$ cat src/rtl/comms_pkg.sv
// Shared opcodes, default bit timing and state types for the UART command/storage block.
package comms_pkg;

  localparam logic [7:0] OP_WRITE_ALL = 8'h00;
  localparam logic [7:0] OP_READ      = 8'h04;

  // 4 Mbaud from a 100 MHz clock.
  localparam int unsigned CLKS_PER_BIT_DEFAULT = 25;

  typedef enum logic [2:0] {
    StIdle,
    StHdr1,
    StHdr2,
    StWrite,
    StRead
  } ctrl_state_e;

  typedef enum logic [1:0] {
    TxStart,
    TxData,
    TxStop
  } tx_phase_e;

  typedef enum logic [2:0] {
    RxIdle,
    RxStart,
    RxData,
    RxStop,
    RxBreak
  } rx_state_e;

  // Index width for a range of n values, never less than one bit.
  function automatic int unsigned idx_width(input int unsigned n);
    return (n > 1) ? $clog2(n) : 1;
  endfunction

endpackage

$ cat src/rtl/uart_rx.sv
// 8N1 UART receiver: 2-flop synchronizer, mid-bit sampling, one-cycle byte_valid strobe.
module uart_rx
  import comms_pkg::*;
#(
  parameter int unsigned CLKS_PER_BIT = CLKS_PER_BIT_DEFAULT
) (
  input  logic       clk_i,
  input  logic       rst_ni,
  input  logic       rxd_i,
  output logic [7:0] byte_o,
  output logic       byte_valid_o
);

  localparam int unsigned     CntW     = idx_width(CLKS_PER_BIT);
  localparam logic [CntW-1:0] BitLast  = CntW'(CLKS_PER_BIT - 1);
  localparam logic [CntW-1:0] HalfLast = CntW'(CLKS_PER_BIT / 2 - 1);

  logic            rx_meta_q;
  logic            rx_sync_q;
  rx_state_e       state_q;
  logic [CntW-1:0] cnt_q;
  logic [2:0]      bit_q;
  logic [7:0]      shift_q;
  logic [7:0]      byte_q;
  logic            valid_q;

  // Line idles high, so the synchronizer resets to 1 to avoid a phantom start bit.
  always_ff @(posedge clk_i or negedge rst_ni) begin
    if (!rst_ni) begin
      rx_meta_q <= 1'b1;
      rx_sync_q <= 1'b1;
    end else begin
      rx_meta_q <= rxd_i;
      rx_sync_q <= rx_meta_q;
    end
  end

  always_ff @(posedge clk_i or negedge rst_ni) begin
    if (!rst_ni) begin
      state_q <= RxIdle;
      cnt_q   <= '0;
      bit_q   <= '0;
      shift_q <= '0;
      byte_q  <= '0;
      valid_q <= 1'b0;
    end else begin
      valid_q <= 1'b0;
      unique case (state_q)
        RxIdle: begin
          if (!rx_sync_q) begin
            cnt_q   <= '0;
            state_q <= RxStart;
          end
        end
        RxStart: begin
          if (cnt_q == HalfLast) begin
            cnt_q   <= '0;
            bit_q   <= '0;
            state_q <= rx_sync_q ? RxIdle : RxData;
          end else begin
            cnt_q <= cnt_q + 1'b1;
          end
        end
        RxData: begin
          if (cnt_q == BitLast) begin
            cnt_q   <= '0;
            shift_q <= {rx_sync_q, shift_q[7:1]};
            if (bit_q == 3'd7) begin
              state_q <= RxStop;
            end else begin
              bit_q <= bit_q + 1'b1;
            end
          end else begin
            cnt_q <= cnt_q + 1'b1;
          end
        end
        RxStop: begin
          if (cnt_q == BitLast) begin
            cnt_q <= '0;
            if (rx_sync_q) begin
              byte_q  <= shift_q;
              valid_q <= 1'b1;
              state_q <= RxIdle;
            end else begin
              state_q <= RxBreak;
            end
          end else begin
            cnt_q <= cnt_q + 1'b1;
          end
        end
        // After a framing error, wait for the line to go high before hunting a new start.
        RxBreak: begin
          if (rx_sync_q) begin
            state_q <= RxIdle;
          end
        end
        default: state_q <= RxIdle;
      endcase
    end
  end

  assign byte_o       = byte_q;
  assign byte_valid_o = valid_q;

endmodule

$ cat src/rtl/top_level.sv
// UART-driven word store: 3-byte header commands write all words or read one word back
// as back-to-back 8N1 frames.
module top_level
  import comms_pkg::*;
#(
  parameter int unsigned DATA_ADDRS   = 2,
  parameter int unsigned WORD_BYTES   = 128,
  parameter int unsigned CLKS_PER_BIT = CLKS_PER_BIT_DEFAULT
) (
  input  logic clk_100mhz,
  input  logic sys_rst,
  input  logic uart_rxd,
  output logic uart_txd
);

  localparam int unsigned      WordBits = WORD_BYTES * 8;
  localparam int unsigned      AddrW    = idx_width(DATA_ADDRS);
  localparam int unsigned      ByteW    = idx_width(WORD_BYTES);
  localparam int unsigned      CntW     = idx_width(CLKS_PER_BIT);
  localparam logic [CntW-1:0]  BitLast  = CntW'(CLKS_PER_BIT - 1);
  localparam logic [ByteW-1:0] ByteLast = ByteW'(WORD_BYTES - 1);
  localparam logic [AddrW-1:0] AddrLast = AddrW'(DATA_ADDRS - 1);

  logic [7:0] rx_byte;
  logic       rx_valid;

  uart_rx #(
    .CLKS_PER_BIT(CLKS_PER_BIT)
  ) u_uart_rx (
    .clk_i       (clk_100mhz),
    .rst_ni      (sys_rst),
    .rxd_i       (uart_rxd),
    .byte_o      (rx_byte),
    .byte_valid_o(rx_valid)
  );

  logic [WordBits-1:0] mem_q [DATA_ADDRS];

  ctrl_state_e      state_q;
  logic [7:0]       opcode_q;
  logic [AddrW-1:0] wr_word_q;
  logic [ByteW-1:0] wr_byte_q;
  logic [AddrW-1:0] rd_word_q;
  logic [ByteW-1:0] tx_byte_q;
  tx_phase_e        tx_phase_q;
  logic [CntW-1:0]  tx_cnt_q;
  logic [2:0]       tx_bit_q;
  logic [7:0]       tx_shift_q;
  logic             txd_q;

  logic             mem_we;
  logic [ByteW-1:0] tx_byte_nxt;
  logic [7:0]       tx_next_data;

  always_comb begin
    mem_we       = (state_q == StWrite) && rx_valid;
    tx_byte_nxt  = tx_byte_q + 1'b1;
    tx_next_data = mem_q[rd_word_q][{tx_byte_nxt, 3'b000} +: 8];
  end

  always_ff @(posedge clk_100mhz or negedge sys_rst) begin
    if (!sys_rst) begin
      for (int i = 0; i < DATA_ADDRS; i++) begin
        mem_q[i] <= '0;
      end
    end else if (mem_we) begin
      mem_q[wr_word_q][{wr_byte_q, 3'b000} +: 8] <= rx_byte;
    end
  end

  // Control FSM; the transmitter runs inside StRead so reply bytes chain without gaps.
  always_ff @(posedge clk_100mhz or negedge sys_rst) begin
    if (!sys_rst) begin
      state_q    <= StIdle;
      opcode_q   <= '0;
      wr_word_q  <= '0;
      wr_byte_q  <= '0;
      rd_word_q  <= '0;
      tx_byte_q  <= '0;
      tx_phase_q <= TxStart;
      tx_cnt_q   <= '0;
      tx_bit_q   <= '0;
      tx_shift_q <= '0;
      txd_q      <= 1'b1;
    end else begin
      unique case (state_q)
        StIdle: begin
          if (rx_valid) begin
            opcode_q <= rx_byte;
            state_q  <= StHdr1;
          end
        end
        StHdr1: begin
          if (rx_valid) begin
            rd_word_q <= AddrW'(32'(rx_byte) % DATA_ADDRS);
            state_q   <= StHdr2;
          end
        end
        StHdr2: begin
          if (rx_valid) begin
            if (opcode_q == OP_WRITE_ALL) begin
              wr_word_q <= '0;
              wr_byte_q <= '0;
              state_q   <= StWrite;
            end else if (opcode_q == OP_READ) begin
              tx_byte_q  <= '0;
              tx_phase_q <= TxStart;
              tx_cnt_q   <= '0;
              tx_shift_q <= mem_q[rd_word_q][7:0];
              txd_q      <= 1'b0;
              state_q    <= StRead;
            end else begin
              state_q <= StIdle;
            end
          end
        end
        StWrite: begin
          if (rx_valid) begin
            if (wr_byte_q == ByteLast) begin
              wr_byte_q <= '0;
              if (wr_word_q == AddrLast) begin
                state_q <= StIdle;
              end else begin
                wr_word_q <= wr_word_q + 1'b1;
              end
            end else begin
              wr_byte_q <= wr_byte_q + 1'b1;
            end
          end
        end
        StRead: begin
          if (tx_cnt_q != BitLast) begin
            tx_cnt_q <= tx_cnt_q + 1'b1;
          end else begin
            tx_cnt_q <= '0;
            unique case (tx_phase_q)
              TxStart: begin
                tx_phase_q <= TxData;
                tx_bit_q   <= '0;
                txd_q      <= tx_shift_q[0];
              end
              TxData: begin
                if (tx_bit_q == 3'd7) begin
                  tx_phase_q <= TxStop;
                  txd_q      <= 1'b1;
                end else begin
                  tx_bit_q   <= tx_bit_q + 1'b1;
                  tx_shift_q <= {1'b0, tx_shift_q[7:1]};
                  txd_q      <= tx_shift_q[1];
                end
              end
              TxStop: begin
                if (tx_byte_q == ByteLast) begin
                  state_q <= StIdle;
                end else begin
                  tx_byte_q  <= tx_byte_nxt;
                  tx_shift_q <= tx_next_data;
                  tx_phase_q <= TxStart;
                  txd_q      <= 1'b0;
                end
              end
              default: tx_phase_q <= TxStart;
            endcase
          end
        end
        default: state_q <= StIdle;
      endcase
    end
  end

  assign uart_txd = txd_q;

endmodule

$ cat config.mk
export PLATFORM = sky130hd
export DESIGN_NAME = top_level
export DESIGN_NICKNAME = d
export VERILOG_FILES = /design/src/rtl/comms_pkg.sv /design/src/rtl/uart_rx.sv /design/src/rtl/top_level.sv
export SDC_FILE = /design/constraint.sdc
export NUM_CORES = 2
export LEC_CHECK = 0
export CAP_MARGIN = 20
export CORE_UTILIZATION = 55
export CTS_CLUSTER_DIAMETER = 100
export CTS_CLUSTER_SIZE = 20
export DETAILED_ROUTE_END_ITERATION = 7
export HOLD_SLACK_MARGIN = 0.15
export PLACE_DENSITY = 0.7
export SYNTH_ARGS = -nofsm -noshare
export SYNTH_HDL_FRONTEND = slang
export SYNTH_SLANG_ARGS = --single-unit
$ cat constraint.sdc
create_clock -name clk_100mhz -period 6.78 [get_ports clk_100mhz]
set_input_delay 0.678 -clock clk_100mhz [delete_from_list [all_inputs] [get_ports clk_100mhz]]
set_output_delay 0.678 -clock clk_100mhz [all_outputs]
set_load 0.005 [all_outputs]
* After elaboration in Yosys (flattened, before gate mapping)
Index checks and enable logic that the tools add are counted.
Widths: inputs -> output; s select.
** Word-level totals
- Bits in registers :: 2124
- Input bits :: 3
- Output and inout port bits :: 1
- Word-level logic and storage cells :: 197
** Cells by class
- $add $sub $neg :: 8
- Order comparisons :: 3
- Eq/ne operators :: 44
- Shifts and indexed selects :: 3
- Muxes and demuxes :: 87
- Bitwise logic cells :: 3
- Reductions and logical operators :: 28
** Operators with widths (count)
- $mux 1024 :: 4
- $bwmux 2048 :: 1
- $demux 1024 s1 :: 1
- $shift 8x12->1024 const A :: 1
- $shiftx 1024x11->8 :: 1
- $shiftx 8x12->1024 :: 1
- $mux 7 :: 10
- $mux 3 :: 22
- $mux 8 :: 6
- $mux 5 :: 7
- $pmux 8 s2 :: 2
- $pmux 3 s5 :: 2
- $pmux 7 s2 :: 2
- $ne 2x2->1 const B :: 11
- $reduce_and 7->1 :: 3
- $ne 2x1->1 const B :: 10
- $reduce_and 4->1 :: 4
- $pmux 5 s3 :: 1
- $add 7x1->7 const B :: 2
- $eq 7x7->1 const B :: 2
- $mux 1 :: 14
- $mux 2 :: 7
- $eq 3x2->1 const B :: 4
- $eq 3x3->1 const B :: 4
- other kinds (37) :: 54

* Logic depth before layout (Yosys ltp)
- Depth after elaboration :: 9
- Mapped depth :: 16
- Mapped depth without buffers :: 9

* Cells and area by module
Synthesis repeated with hierarchy kept, for this count alone.
** Unflattened totals
- Cell total of the unflattened synthesis :: 6938
- Area total of the unflattened synthesis :: 101023.1 um^2
** By module, submodules not included
- top_level :: times used 1, cells an instance 6827, area an instance 99604.3 um^2, seq. area each 52401.5 um^2
- uart_rx :: times used 1, cells an instance 111, area an instance 1418.9 um^2, seq. area each 753.2 um^2

* Worst setup path before layout
OpenSTA, ideal clock, no wires.
- Kind :: register to register
- Start point :: register wr_byte_q[0]
- End point :: register mem_q[1368] (netlist name)
- Library setup time :: 0.125 ns
- Arrival :: 3.098 ns
- Data required time :: 6.655 ns
- Slack :: 3.557 ns
- Cell stages (with the launch flop) :: 13
- Buffers on the path :: 5
- Clock period less this slack :: 3.223 ns
- Path through :: dfrtp_1 > buf_2 > clkbuf_1 > inv_1 > ha_1 > buf_2 > o211ai_1 > mux2i_2 > or4_4 > buf_4 > buf_6 > nor3_4 > mux2_2
** Between the ends
- Longest elaborated chain between the ends :: 5
- Elaborated cells on any way between the ends :: 6
- Classes of those cells :: 1 x add/sub; 2 x shift; 3 x mux
** Ends and longest elaborated chain
- from (decl) :: RTL line top_level.sv:42 : logic [ByteW-1:0] wr_byte_q;
- from (signal assigned) :: RTL line top_level.sv:127 : wr_byte_q <= wr_byte_q + 1'b1;
- $neg 10->12 (*) :: RTL line top_level.sv:67 : mem_q[wr_word_q][{wr_byte_q, 3'b000} +: 8] <= rx_byte;
- $shift 8x12->1024 :: RTL line top_level.sv:67
- $mux 1024 (not written as such) :: RTL line top_level.sv:67
- $demux 1024 s1 :: RTL line top_level.sv:67
- $bwmux 2048 (*) :: RTL line top_level.sv:67
- to (signal, indexed assignment) :: RTL line top_level.sv:67
- to (decl) :: RTL line top_level.sv:37 : logic [WordBits-1:0] mem_q [DATA_ADDRS];
Every way passes the cells marked *; elsewhere a longest branch is shown, timed or not.
A chain may end at the register's enable or synchronous reset.

* Worst setup path in the final report
- Start point :: register tx_byte_q[0]
- End point :: register tx_shift_q[2]
** Between the ends
- Longest elaborated chain between the ends :: 6
- Elaborated cells on any way between the ends :: 9
- Classes of those cells :: 1 x add/sub; 2 x eq/ne; 1 x shift; 4 x mux; 1 x reduce/logical
** Ends and longest elaborated chain
- from (decl) :: RTL line top_level.sv:44 : logic [ByteW-1:0] tx_byte_q;
- from (signal assigned) :: RTL line top_level.sv:156 : tx_byte_q <= tx_byte_nxt;
- $add 7x1->7 :: RTL line top_level.sv:57 : tx_byte_nxt = tx_byte_q + 1'b1;
- $shiftx 1024x11->8 :: RTL line top_level.sv:58 : tx_next_data = mem_q[rd_word_q][{tx_byte_nxt, 3'b000} +: 8];
- $mux 8 :: RTL line top_level.sv:153 : if (tx_byte_q == ByteLast) begin
- $pmux 8 s2 :: RTL line top_level.sv:136 : unique case (tx_phase_q)
- $mux 8 :: RTL line top_level.sv:132 : if (tx_cnt_q != BitLast) begin
- $pmux 8 s2 :: RTL line top_level.sv:86 : unique case (state_q)
- to (signal assigned) :: RTL line top_level.sv:109 : tx_shift_q <= mem_q[rd_word_q][7:0];
- to (signal assigned) :: RTL line top_level.sv:148 : tx_shift_q <= {1'b0, tx_shift_q[7:1]};
- to (signal assigned) :: RTL line top_level.sv:157 : tx_shift_q <= tx_next_data;
- to (decl) :: RTL line top_level.sv:48 : logic [7:0] tx_shift_q;
Several ways; a longest one is shown, not always the timed one. The select of a mux whose other input is x is not followed.

==> results.py <==
metrics = {
    "synth": {
        "seq_area_frac_synth": 0.542,
        "synthesis.area_um2": 98100,
        "synth-edff-count": 0,
        "yosysTopAreaCell": "dfrtp_1",
        "syn-mean-instance-area_um2": 12.2,
        "ys_async_sr_fraction": 1.00,
        "synth_top_area_share": 0.541,
        "synth_area_leaders": "dfrtp_1 54%, mux4_2 12%, mux2_2 12%",
        "ys_types": 87,
        "synth_flop_cell": "dfrtp_1",
        "postSynthCellCount": 8035,
        "syn-num-nets": 8056,
        "synth_seq_cells": 2124,
        "yosysWarnings": 0,
    },
    "timing": {
        "max_freq_ghz": 0.194,
        "setup_viol": 0,
        "max-slew-margin-rel": 0.197,
        "worst_pin_slew_ns": 1.20,
        "fin_crit_sh": 0.758,
        "report.final.slew_viol_count": 0,
        "setup-tns-final_ns": 0,
        "whs_ns": 0.273,
        "rsz0062_at_grt": "false",
        "period_minus_slack_ns": 5.14,
        "fin_skew_ns": 0.0560,
        "finalHoldViolations": 0,
    },
    "hold_path": {
        "hold_path_depth": 1,
        "hp-class": "in -> reg",
    },
    "pwr": {
        "pwr-share-comb": 0.014,
        "switching_share": 0.222,
        "internal_power_mw": 16.0,
        "power_density_nw_per_um2": 198,
        "vdd_drop_max_mv": 0.252,
        "seqPwrFrac": 0.617,
        "p_sw_mw": 4.55,
        "p_clk_frac": 0.369,
        "finalPower_mw": 20.5,
        "p_leak_nw": 44.4,
    },
    "floorplanning": {
        "die_x_um": 424,
        "coreArea_um2": 177000,
        "dieArea_um2": 180000,
        "io-pin-count": 4,
        "start_util": 0.555,
        "die_h_um": 424,
        "rows": 154,
    },
    "route": {
        "routedWlPerCell_um": 32.6,
        "drtIter0Drc": 8744,
        "vias": 69025,
        "drt_first_pass_iters": 6,
        "wirelength_um": 331000,
        "viasPerCell": 6.80,
        "ant_nets": 0,
        "drc_errors": 0,
    },
    "setup_path": {
        "setup.worst_path.class": "reg -> reg",
        "crit_arrival_ns": 5.86,
        "path_max_fanout": 43,
        "crit_buf_inv": 0,
        "worst_path_max_delay_cell": "dfrtp_4",
        "cpPeakStageDelay_ns": 1.02,
        "worst_setup_path_end_kind": "flop",
        "path_depth": 8,
        "critPathRequiredTime_ns": 7.50,
        "rr_worst_depth": 8,
        "path_cells": "ha_4 > nand4_1 > o21ai_1 > nand2_1 > and3_1 > a2111oi_0 > o21a_1 > o31ai_1",
        "worst_setup_path_start_kind": "flop",
        "path_delay_family": "compound AO/OA/AOI/OAI gates",
    },
    "final_layout": {
        "drive_gt1_frac": 0.249,
        "finish.utilization": 0.586,
        "design_area_um2": 103000,
        "area_growth_pct": 5.53,
        "nets": 7769,
    },
    "clocking": {
        "cts_resized": 0,
        "cts_tree": "yes",
        "path_clk_slew_ns": 0.10,
        "cts-root-buf": "clkbuf_16",
        "htreeDepth": 3,
        "ctsHoldBuffers": 1,
        "clk_latency_ns": 0.83,
        "clock-sinks": 2124,
        "cts_made_buffers": 117,
        "cts_setup_buffers": 0,
        "clock_path_buffers": 3,
    },
    "run": {
        "cap_violations": 0,
    },
    "placed_design": {
        "io_buffers": 3,
        "dp_hpwl_um": 227000,
        "placed_cell_area_um2": 100000,
        "gp_congestion": 1.01,
    },
    "grt": {
        "antenna_found_initial": 37,
        "grt_pass1_vias": 68159,
        "grt_pass1_wl_um": 484000,
        "grt_max_degree": 185,
        "grt_usage": 0.372,
        "gr-total-overflow": 0,
    },
    "run_status": {
        "status": "finished clean",
    },
}
[area by class of cell]
| cell class | count | area, um^2 |
|---|---|---|
| inverter | 23 | 86.3 |
| fill | 14031 | 73200 |
| timing repair buffer | 156 | 1550 |
| antenna | 25 | 62.6 |
| tap | 2340 | 2930 |
| multi-input combinational | 5326 | 42400 |
| clock buffer | 152 | 3150 |
| clock inverter | 7 | 103 |
| sequential | 2124 | 53200 |
[worst paths after layout]
path                            slack [ns]             endpoint           startpoint
min in group asynchronous             0.51           mem_q[711]              sys_rst
worst max register to register        1.64        tx_shift_q[2]         tx_byte_q[0]
worst min register to register        0.36  u_uart_rx.rx_sync_q  u_uart_rx.rx_meta_q
worst max-delay path                  1.64        tx_shift_q[2]         tx_byte_q[0]
max in group asynchronous             4.20          mem_q[1633]              sys_rst
worst min-delay path                  0.27  u_uart_rx.rx_meta_q             uart_rxd
[Yosys cell counts (6+ instances only)]
cell	number
a32oi_1	12
o22ai_1	28
clkbuf_1	370
o31ai_1	18
buf_6	18
a31oi_1	12
nor4_1	8
buf_2	107
ha_1	18
nor2b_1	19
o21ai_1	41
or3_1	129
o21ai_0	1103
a2111oi_0	6
or4_1	8
dfrtp_1	2121
nand2b_1	8
nor3_4	9
buf_1	23
mux4_2	519
a22o_1	9
inv_1	22
nor3_1	36
a311oi_1	8
nand3b_1	6
nand2_1	1538
nand3_1	137
and2_1	13
xnor2_1	6
mux2i_1	132
buf_4	36
nor3_2	26
nand4_1	14
mux2_2	1005
nor2_1	169
o221ai_1	26
a22oi_1	14
a21oi_1	50
and3_1	32
buf_8	8
a211oi_1	24
nor2_2	46
o211ai_1	9
[registers in the layout, summed over array words and instances, names as in the netlist, 5 cells and up]
signal	count
mem_q	2048
opcode_q	8
tx_byte_q	7
tx_cnt_q	5
tx_shift_q	8
u_uart_rx.byte_o	8
u_uart_rx.cnt_q	5
u_uart_rx.shift_q	8
wr_byte_q	7
[routing by layer]
layer / track usage / routed length [um] / vias to the layer above
li1: - / - / 28240
met1: 0.511 / 127000 / 35932
met2: 0.529 / 142000 / 3924
met3: 0.111 / 39600 / 901
met4: 0.211 / 21500 / 28
met5: 0 / 172 / -
[stage by stage]
step	std cells	setup slack, ns
after detailed placement	9965	2.07
final	10153	1.64
after global routing	10128	1.76
after global placement	9961	1.57
after floorplan	8035	3.56
after CTS	10125	2.05
[cell families (layout without fill, tap and decap cells)]
group	Yosys count	after routing	share of synthesized area
DFF	2124	2124	0.542
AOI/OAI and AO/OA	1411	1411	0.0787
xor gates and xnor gates	12	12	0.00142
other	0	25	0
adders and majority gates	18	18	0.00230
muxes	1662	1662	0.249
and+or+nand+nor	2223	2223	0.0990
buffers and inverters	585	338	0.0274
[layout by cell type, fill, tap and decap left out, types with 36 or more instances in the layout]
cell type,instances
mux4_2,519
nand2_1,1538
nor2_2,52
mux2_2,1005
a21oi_1,50
mux2i_1,132
nand3_1,134
nor3_1,36
dfrtp_1,2111
or3_1,129
o21ai_0,1103
o21ai_1,41
clkbuf_16,121
nor2_1,163
buf_4,120
[power groups by stage]
stage	sequential, mW	clock (mW)	combinational [mW]
final	12.7	7.57	0.291
after CTS	12.7	7.60	0.305
after detailed placement	12.9	0	0.305
after global routing	12.7	8.05	0.343
after global placement	12.9	0	0.294
after floorplan	12.9	0	0.0166
Note: power is estimated with default switching activity, not from simulation.
